## src/rtl/mem_port_arbiter.sv

```systemverilog
// Shares the single DataMem port between instruction fetch (IF) and load/store (LS).
// One outstanding transaction, LS priority with IF anti-starvation, response timeout.
module mem_port_arbiter #(
  parameter int unsigned STARVE_LIMIT = 4,
  parameter int unsigned TIMEOUT      = 16
) (
  input  logic        clk,
  input  logic        reset,
  input  logic        if_req,
  input  logic [31:0] if_addr,
  output logic        if_gnt,
  output logic        if_rvalid,
  output logic [31:0] if_rdata,
  input  logic        ls_req,
  input  logic        ls_we,
  input  logic [31:0] ls_addr,
  input  logic [31:0] ls_wdata,
  input  logic [2:0]  ls_func3,
  output logic        ls_gnt,
  output logic        ls_rvalid,
  output logic [31:0] ls_rdata,
  output logic        mem_req,
  output logic        mem_we,
  output logic [31:0] mem_addr,
  output logic [31:0] mem_wdata,
  output logic [2:0]  mem_func3,
  input  logic        mem_rvalid,
  input  logic [31:0] mem_rdata,
  output logic        err,
  output logic        busy
);

  localparam int unsigned SW = $clog2(STARVE_LIMIT + 1);
  localparam int unsigned TW = (TIMEOUT > 2) ? $clog2(TIMEOUT) : 1;
  localparam logic [SW-1:0] STARVE_MAX = SW'(STARVE_LIMIT);
  localparam logic [TW-1:0] TMO_LAST   = TW'(TIMEOUT - 1);

  typedef enum logic [1:0] {IDLE, ISSUE, WAIT, RESP} state_t;

  state_t        state;
  logic          owner_ls;
  logic [SW-1:0] starve_cnt;
  logic [TW-1:0] tmo_cnt;

  logic          pick_if;
  logic          pick_ls;
  logic [31:0]   resp_data;

  always_comb begin
    pick_if   = if_req && (!ls_req || (starve_cnt == STARVE_MAX));
    pick_ls   = ls_req && !pick_if;
    // Stores and timeouts both return zero data.
    resp_data = (mem_rvalid && !mem_we) ? mem_rdata : '0;
  end

  always_ff @(posedge clk) begin
    if (reset) begin
      state      <= IDLE;
      owner_ls   <= 1'b0;
      starve_cnt <= '0;
      tmo_cnt    <= '0;
      if_gnt     <= 1'b0;
      ls_gnt     <= 1'b0;
      if_rvalid  <= 1'b0;
      ls_rvalid  <= 1'b0;
      if_rdata   <= '0;
      ls_rdata   <= '0;
      mem_req    <= 1'b0;
      mem_we     <= 1'b0;
      mem_addr   <= '0;
      mem_wdata  <= '0;
      mem_func3  <= '0;
      err        <= 1'b0;
      busy       <= 1'b0;
    end else begin
      if_gnt    <= 1'b0;
      ls_gnt    <= 1'b0;
      if_rvalid <= 1'b0;
      ls_rvalid <= 1'b0;
      mem_req   <= 1'b0;
      err       <= 1'b0;
      case (state)
        IDLE: begin
          // Counts LS wins that left IF waiting; any other outcome clears it.
          if (pick_ls && if_req)
            starve_cnt <= (starve_cnt == STARVE_MAX) ? starve_cnt : starve_cnt + 1'b1;
          else
            starve_cnt <= '0;
          if (pick_if || pick_ls) begin
            owner_ls  <= pick_ls;
            if_gnt    <= pick_if;
            ls_gnt    <= pick_ls;
            mem_req   <= 1'b1;
            mem_we    <= pick_ls && ls_we;
            mem_addr  <= pick_ls ? ls_addr : if_addr;
            mem_wdata <= pick_ls ? ls_wdata : '0;
            mem_func3 <= pick_ls ? ls_func3 : 3'b010;
            busy      <= 1'b1;
            state     <= ISSUE;
          end
        end
        ISSUE: begin
          tmo_cnt <= '0;
          state   <= WAIT;
        end
        WAIT: begin
          if (mem_rvalid || (tmo_cnt == TMO_LAST)) begin
            if (owner_ls) begin
              ls_rvalid <= 1'b1;
              ls_rdata  <= resp_data;
            end else begin
              if_rvalid <= 1'b1;
              if_rdata  <= resp_data;
            end
            err   <= !mem_rvalid;
            state <= RESP;
          end else begin
            tmo_cnt <= tmo_cnt + 1'b1;
          end
        end
        RESP: begin
          busy  <= 1'b0;
          state <= IDLE;
        end
        default: state <= IDLE;
      endcase
    end
  end

endmodule

```

## config.mk

```make
export PLATFORM = sky130hd
export DESIGN_NAME = mem_port_arbiter
export DESIGN_NICKNAME = d
export VERILOG_FILES = /design/src/rtl/mem_port_arbiter.sv
export SDC_FILE = /design/constraint.sdc
export NUM_CORES = 1
export LEC_CHECK = 0
export ABC_CLOCK_PERIOD_IN_PS = 2400
export CORE_AREA = 2 2 149 151
export DETAILED_ROUTE_END_ITERATION = 7
export DIE_AREA = 0 0 151 153
export GPL_TIMING_DRIVEN = 0
export HOLD_SLACK_MARGIN = 0.12
export PLACE_DENSITY = 0.62
export RECOVER_POWER = 100
export SYNTH_ARGS = -nofsm -noshare
export SYNTH_HDL_FRONTEND = slang
export SYNTH_SLANG_ARGS = --single-unit
```

## constraint.sdc

```tcl
create_clock -name clk -period 2.4 [get_ports clk]
set_input_delay 0.72 -clock clk [delete_from_list [all_inputs] [get_ports clk]]
set_output_delay 0.72 -clock clk [all_outputs]
set_load 0.005 [all_outputs]
```

-- Word level (Yosys, flattened, before mapping)
Cells that the tools add are included.
- bits in registers: 149
- output and inout port bits: 139
- add/subtract/negate cells: 2
- equal/unequal tests: 9
- multiplexer cells: 16
- bitwise logic cells: 5
- reduce and logical (&&, ||, !) cells: 25
- operators with widths (kind ; number):
    32-bit 2-to-1 mux ; 3
    2-bit AND reduction ; 5
    3-bit 2-to-1 mux ; 3
    2-bit != test, second input constant ; 4
    2-bit case mux with 4 select lines ; 1
    4-bit case mux with 2 select lines ; 1
    3-bit AND reduction ; 2
    3-bit OR reduction ; 2
    1-bit logical AND ; 5
    1-bit inverter ; 5
    4-bit by 1-bit adder with 4-bit output, second input constant ; 1
    2-bit == test, second input constant ; 2
    4-bit == test, second input constant ; 1
    1-bit zero test ; 4
    1-bit 2-to-1 mux ; 4
    2-bit 2-to-1 mux ; 2
    4-bit 2-to-1 mux ; 1
    2-bit nonzero test ; 2
    3-bit by 1-bit adder with 3-bit output, second input constant ; 1
    3-bit == test, second input constant ; 1
    1-bit logical OR ; 3
    2-bit by 1-bit == test with 1-bit output, second input constant ; 1
    2-bit zero test ; 1
    1-bit case mux with 2 select lines ; 1
    2-bit OR reduction ; 1

-- Depth between registers and ports, before layout
- depth in word-level cells: 8
- mapped depth: 7
- depth with buffers taken out: 5

-- Worst setup path before layout
OpenSTA, ideal clock, no wires.
- path type: input port to flip-flop
- start: input port ls_req
- end: register mem_wdata[23]
- setup time: 57 ps
- data arrival time: 1822 ps
- slack: 521 ps
- cell stages on the path: 5
- cells stage by stage: buf_2 > inv_1 > nor4b_4 > buf_6 > a22o_2
- cells in the longest elaborated chain, start to end: 7
- elaborated cells between the ends (all ways): 8
- those cells by class: 1 x mux; 7 x reduce/logical
- ends and longest elaborated chain (what ; RTL line ; RTL):
    from (decl) ; 14 ; input logic ls_req,
    1-bit zero test ; 50 ; pick_if = if_req && (!ls_req || (starve_cnt == STARVE_MAX));
    1-bit logical OR ; 50 ;
    1-bit logical AND ; 50 ;
    1-bit zero test ; 51 ; pick_ls = ls_req && !pick_if;
    1-bit logical AND ; 51 ;
    1-bit logical OR ; 89 ; if (pick_if || pick_ls) begin
    2-bit AND reduction (no source line) ; n/a ;
    to (signal assigned) ; 96 ; mem_wdata <= pick_ls ? ls_wdata : '0;
    to (decl) ; 25 ; output logic [31:0] mem_wdata,
Parallel ways exist; a longest one is shown, timed or not.
A chain may end at the register's enable or synchronous reset.

-- Worst setup path in the final report
- start: input port if_req
- end: register mem_func3[2]
- cells in the longest elaborated chain, start to end: 5
- elaborated cells between the ends (all ways): 6
- those cells by class: 1 x mux; 5 x reduce/logical
- ends and longest elaborated chain (what ; RTL line ; RTL):
    from (decl) ; 9 ; input logic if_req,
    1-bit logical AND * ; 50 ;
    1-bit zero test ; 51 ;
    1-bit logical AND ; 51 ;
    1-bit logical OR ; 89 ;
    2-bit AND reduction (no source line) ; n/a ;
    to (signal assigned) ; 97 ; mem_func3 <= pick_ls ? ls_func3 : 3'b010;
    to (decl) ; 26 ; output logic [2:0] mem_func3,
Mark *: on every way between the ends. The rest lies on a longest branch, timed or not.

==> flow_results.org <==
** Timing
- Final setup viols :: 0
- Worst-case clock skew :: 0.008904 ns
- Hold violation total from the final report :: 0
- The routed design could run at a clock period as short as 2.278 ns.
- Timing would allow up to 439.0 MHz.
- Worst-case headroom to the max-slew limit :: 62.47%
- At the pin with the least slew margin, the transition time is 0.5604 ns.
- Unrepaired setup endpoints after global routing :: no
- In the finished design, the share of the clock period the worst path needs comes to 94.91%.
- Count of final max-slew check failures :: 0

** Place
- Post-detailed-placement half-perimeter wirelength :: 13,360 um
- After detailed placement, the total cell area comes to 8404 um^2.
- GPL Wtd Cong :: 0.7623
- During placement, the flow inserted port buffers numbering 273.

** Pwr
- Total power density per cell area :: 887.6 nW/um^2
- The clock network burns 33.3% of the power.
- In this run, flip-flops and latches consume 38.8% of the power.
- Total power consumption of the routed design :: 7.995 mW
- Cell internal power was estimated by the tool at 5.646 mW.
- Leakage Power :: 3.763 nW
- In this run switching power makes up 29.38% of total power.
- Power share of the combinational group :: 27.9%
- Across the VDD grid, the largest voltage drop is 0.3438 mV.
- Switching power :: 2.349 mW

** Floorplanning
- In this run the vertical extent of the chip is 153 um.
- Initial Utilization :: 24.77%
- Horiz. Die Dim :: 151 um
- The region available for standard cell placement spans 21,490 um^2.
- Full die area :: 23,100 um^2
- In this run the count of I/O pins placed on the die edge is 276.
- After floorplanning, the core was divided into 54 placement rows.

** Clock network
- CTS H-tree lvls :: 4
- Hold-fix buffer count after cts :: 0
- CTS tree :: done
- Worst-Skew Late Latency :: 0.42 ns
- Clock-pin slew was measured on the worst setup and hold paths at 0.07 ns.
- CTS saw 149 sinks.
- Maximum number of buffers from clock root to sink :: 2
- Total clock buffers created by CTS :: 17
- CTS root buffer :: clkbuf_16

** Drt
- The detail route stage leaves a number of antenna-violating nets equal to 0.
- The first detailed-routing pass ran for 4 iterations.
- Residual DRC :: 0
- After the first detailed-routing iteration, the DRC count stood at 180.
- After detailed routing, the number of vias per cell comes to 4.696.
- After detailed routing, the average wire length per cell comes to 16.51 um.
- Final WL :: 17,910 um
- Vias :: 5,095

** Logic synthesis
- Synth Register Bits :: 149
- Ys flop type :: dfxtp_1
- Fraction of registers with async set/reset :: 0%
- After synthesis the cells add up to 5321 um^2.
- The netlist uses 38 different library cells.
- In this run the mean area of a mapped cell was 10.73 um^2.
- Number of warnings issued by yosys :: 0
- Post-Synthesis Net Count :: 641
- Post-synthesis sequential area ratio :: 56.05%
- Synthesis produced a netlist whose cell count is 496.
- The synthesized design contains 0 enable-type register cells.

** Worst setup path
- Worst-path cell with the longest stage delay :: dlygate4sd3_1
- Nature of the critical path endpoint :: flop
- Grouping stages by cell kind, the critical path spends the most delay in buffers and inverters.
- Critical Path Fanout Max :: 7
- The critical path goes through dlygate4sd3_1 > and3_1 > buf_4 > nor4b_4 > clkbuf_1 > clkbuf_1 > a22o_2.
- Among the stages of the critical path, the cell type that occurs most often is clkbuf_1.
- STA classifies the critical path startpoint as a primary input.
- The critical path in this run is classified as in2reg.
- Data arrival at the endpoint of the critical path :: 2.64 ns
- At the worst endpoint, the required time is 2.76 ns.
- The largest single stage delay on the critical path is 0.61 ns.
- Buf+Inv Stages, Crit Path :: 4

** Finish
- Most common cell after layout, fill and taps aside :: dfxtp_1
- Commonest cells after routing, fill and taps aside :: 149 x dfxtp_1, 140 x dlygate4sd3_1, 133 x clkdlybuf4s50_1
- Layout area overhead :: 69.27%
- Final Cell Area :: 9007 um^2
- Share of final-layout standard cells stronger than drive strength 1 :: 7.711%
- At the end of the flow, the number of nets in the layout was 936.
- Number of filler instances in the final layout :: 2,082

** Run
- Max-capacitance violation count :: 0

** Global route
- The initial antenna violation count came to 2.
- Summed over all layers, the global routing overflow is 0.
- Entering global routing, the biggest net connects 17 pins.
- First-pass GRT wire length :: 27,460 um
- Number of global-route vias before repair :: 4,995
- Total Routing Usage GR :: 15.21%

** Hold path
- Worst Hold Class :: reg2reg

** Run status
- Outcome :: finished clean
[cells in the mapped netlist, types with 4 or more instances]
library cell	count	share of area, %
dfxtp_1	149	56
a22o_1	89	15
nor2_1	37	2.6
nand3_1	35	3.3
a311oi_1	32	5.3
clkbuf_1	32	2.3
o21ai_0	32	3.0
buf_2	11	1.0
a22o_2	10	1.9
ha_1	8	1.9
inv_1	8	0.56
a31oi_1	5	0.59
nor3_1	5	0.47
buf_6	4	0.85
nand2b_1	4	0.47
[final cells by class]
| type | count | area, um^2 | area share, % |
|---|---|---|---|
| Sequential cell | 149 | 2983 | 33.12 |
| Tap cell | 280 | 350.3 | 3.889 |
| Inverter | 8 | 30.03 | 0.3334 |
| Buffer | 47 | 217.7 | 2.417 |
| Multi-Input combinational cell | 292 | 2088 | 23.18 |
| Clock inverter | 14 | 152.6 | 1.695 |
| Antenna cell | 1 | 2.502 | 0.02778 |
| Timing Repair Buffer | 276 | 2744 | 30.46 |
| Clock buffer | 18 | 439.2 | 4.876 |
[metal layers]
| metal | GRT usage (%) | vias up | wire (um) |
|---|---|---|---|
| li1 | - | 2485 | - |
| met1 | 18.93 | 2434 | 7809 |
| met2 | 25.56 | 153 | 8738 |
| met3 | 3.970 | 21 | 1072 |
| met4 | 4.806 | 2 | 276 |
| met5 | 0 | - | 16 |
[power groups by stage]
stage / Clock (mW) / Combinational, mW / Sequential (mW)
global route: 2.85 / 2.47 / 3.16
global placement: 0 / 2.38 / 3.16
finish: 2.66 / 2.23 / 3.10
CTS: 2.75 / 2.40 / 3.12
detailed placement: 0 / 2.39 / 3.17
floorplan: 0 / 1.04 / 3.19
[cells by family (layout without fill, tap and decap cells)]
| group | Yosys count | after routing | share of synthesized area (%) |
|---|---|---|---|
| AO/OA/AOI/OAI | 184 | 184 | 27.56 |
| XOR/XNOR | 2 | 2 | 0.3292 |
| adder cells (fa/ha/maj) | 8 | 8 | 1.881 |
| buffers and inverters | 55 | 363 | 4.703 |
| flip-flops | 149 | 149 | 56.05 |
| multiplexers | 2 | 2 | 0.3762 |
| other | 0 | 1 | 0 |
| AND/OR/NAND/NOR | 96 | 96 | 9.100 |
[timing repair]
action / CTS / global route
setup endpoints to repair: 0 / 12
gates resized for setup: 0 / 4
setup buffers: 0 / 3
hold endpoints to repair: 0 / 0
[path summary, 6_finish.rpt]
path                                                from                   endpoint  slack, ns  depth (start not counted)
worst min-delay path            if_rdata[4]$_SDFFE_PP0P_   if_rdata[4]$_SDFFE_PP0P_       0.47                          1
worst max register to register     state[0]$_SDFFE_PP0P_  ls_rdata[13]$_SDFFE_PP0P_       0.25                          6
worst min register to register  if_rdata[4]$_SDFFE_PP0P_   if_rdata[4]$_SDFFE_PP0P_       0.47                          1
worst max-delay path                              if_req  mem_func3[2]$_SDFFE_PP0N_       0.12                          7
[stage by stage]
stage	setup TNS [ns]	util, %	setup WS (ns)	hold WS [ns]	cells
floorplan	0	-	0.5205	0.4660	496
global placement	-27.33	39.12	-0.3400	0.4554	1049
detailed placement	-29.79	39.12	-0.3227	0.4532	1049
CTS	0	41.87	0.1093	0.4753	1081
global route	0	41.92	0.003169	0.4795	1085
finish	0	41.92	0.1221	0.4675	1085
[state kept, by name, indices dropped and copies added, names as in the netlist, 2 cells and up]
name        flops
if_rdata       32
mem_addr       32
tmo_cnt         4
mem_func3       3
state           2
starve_cnt      3
mem_wdata      32
ls_rdata       32
No activity file was read; power rests on OpenSTA's default activity.
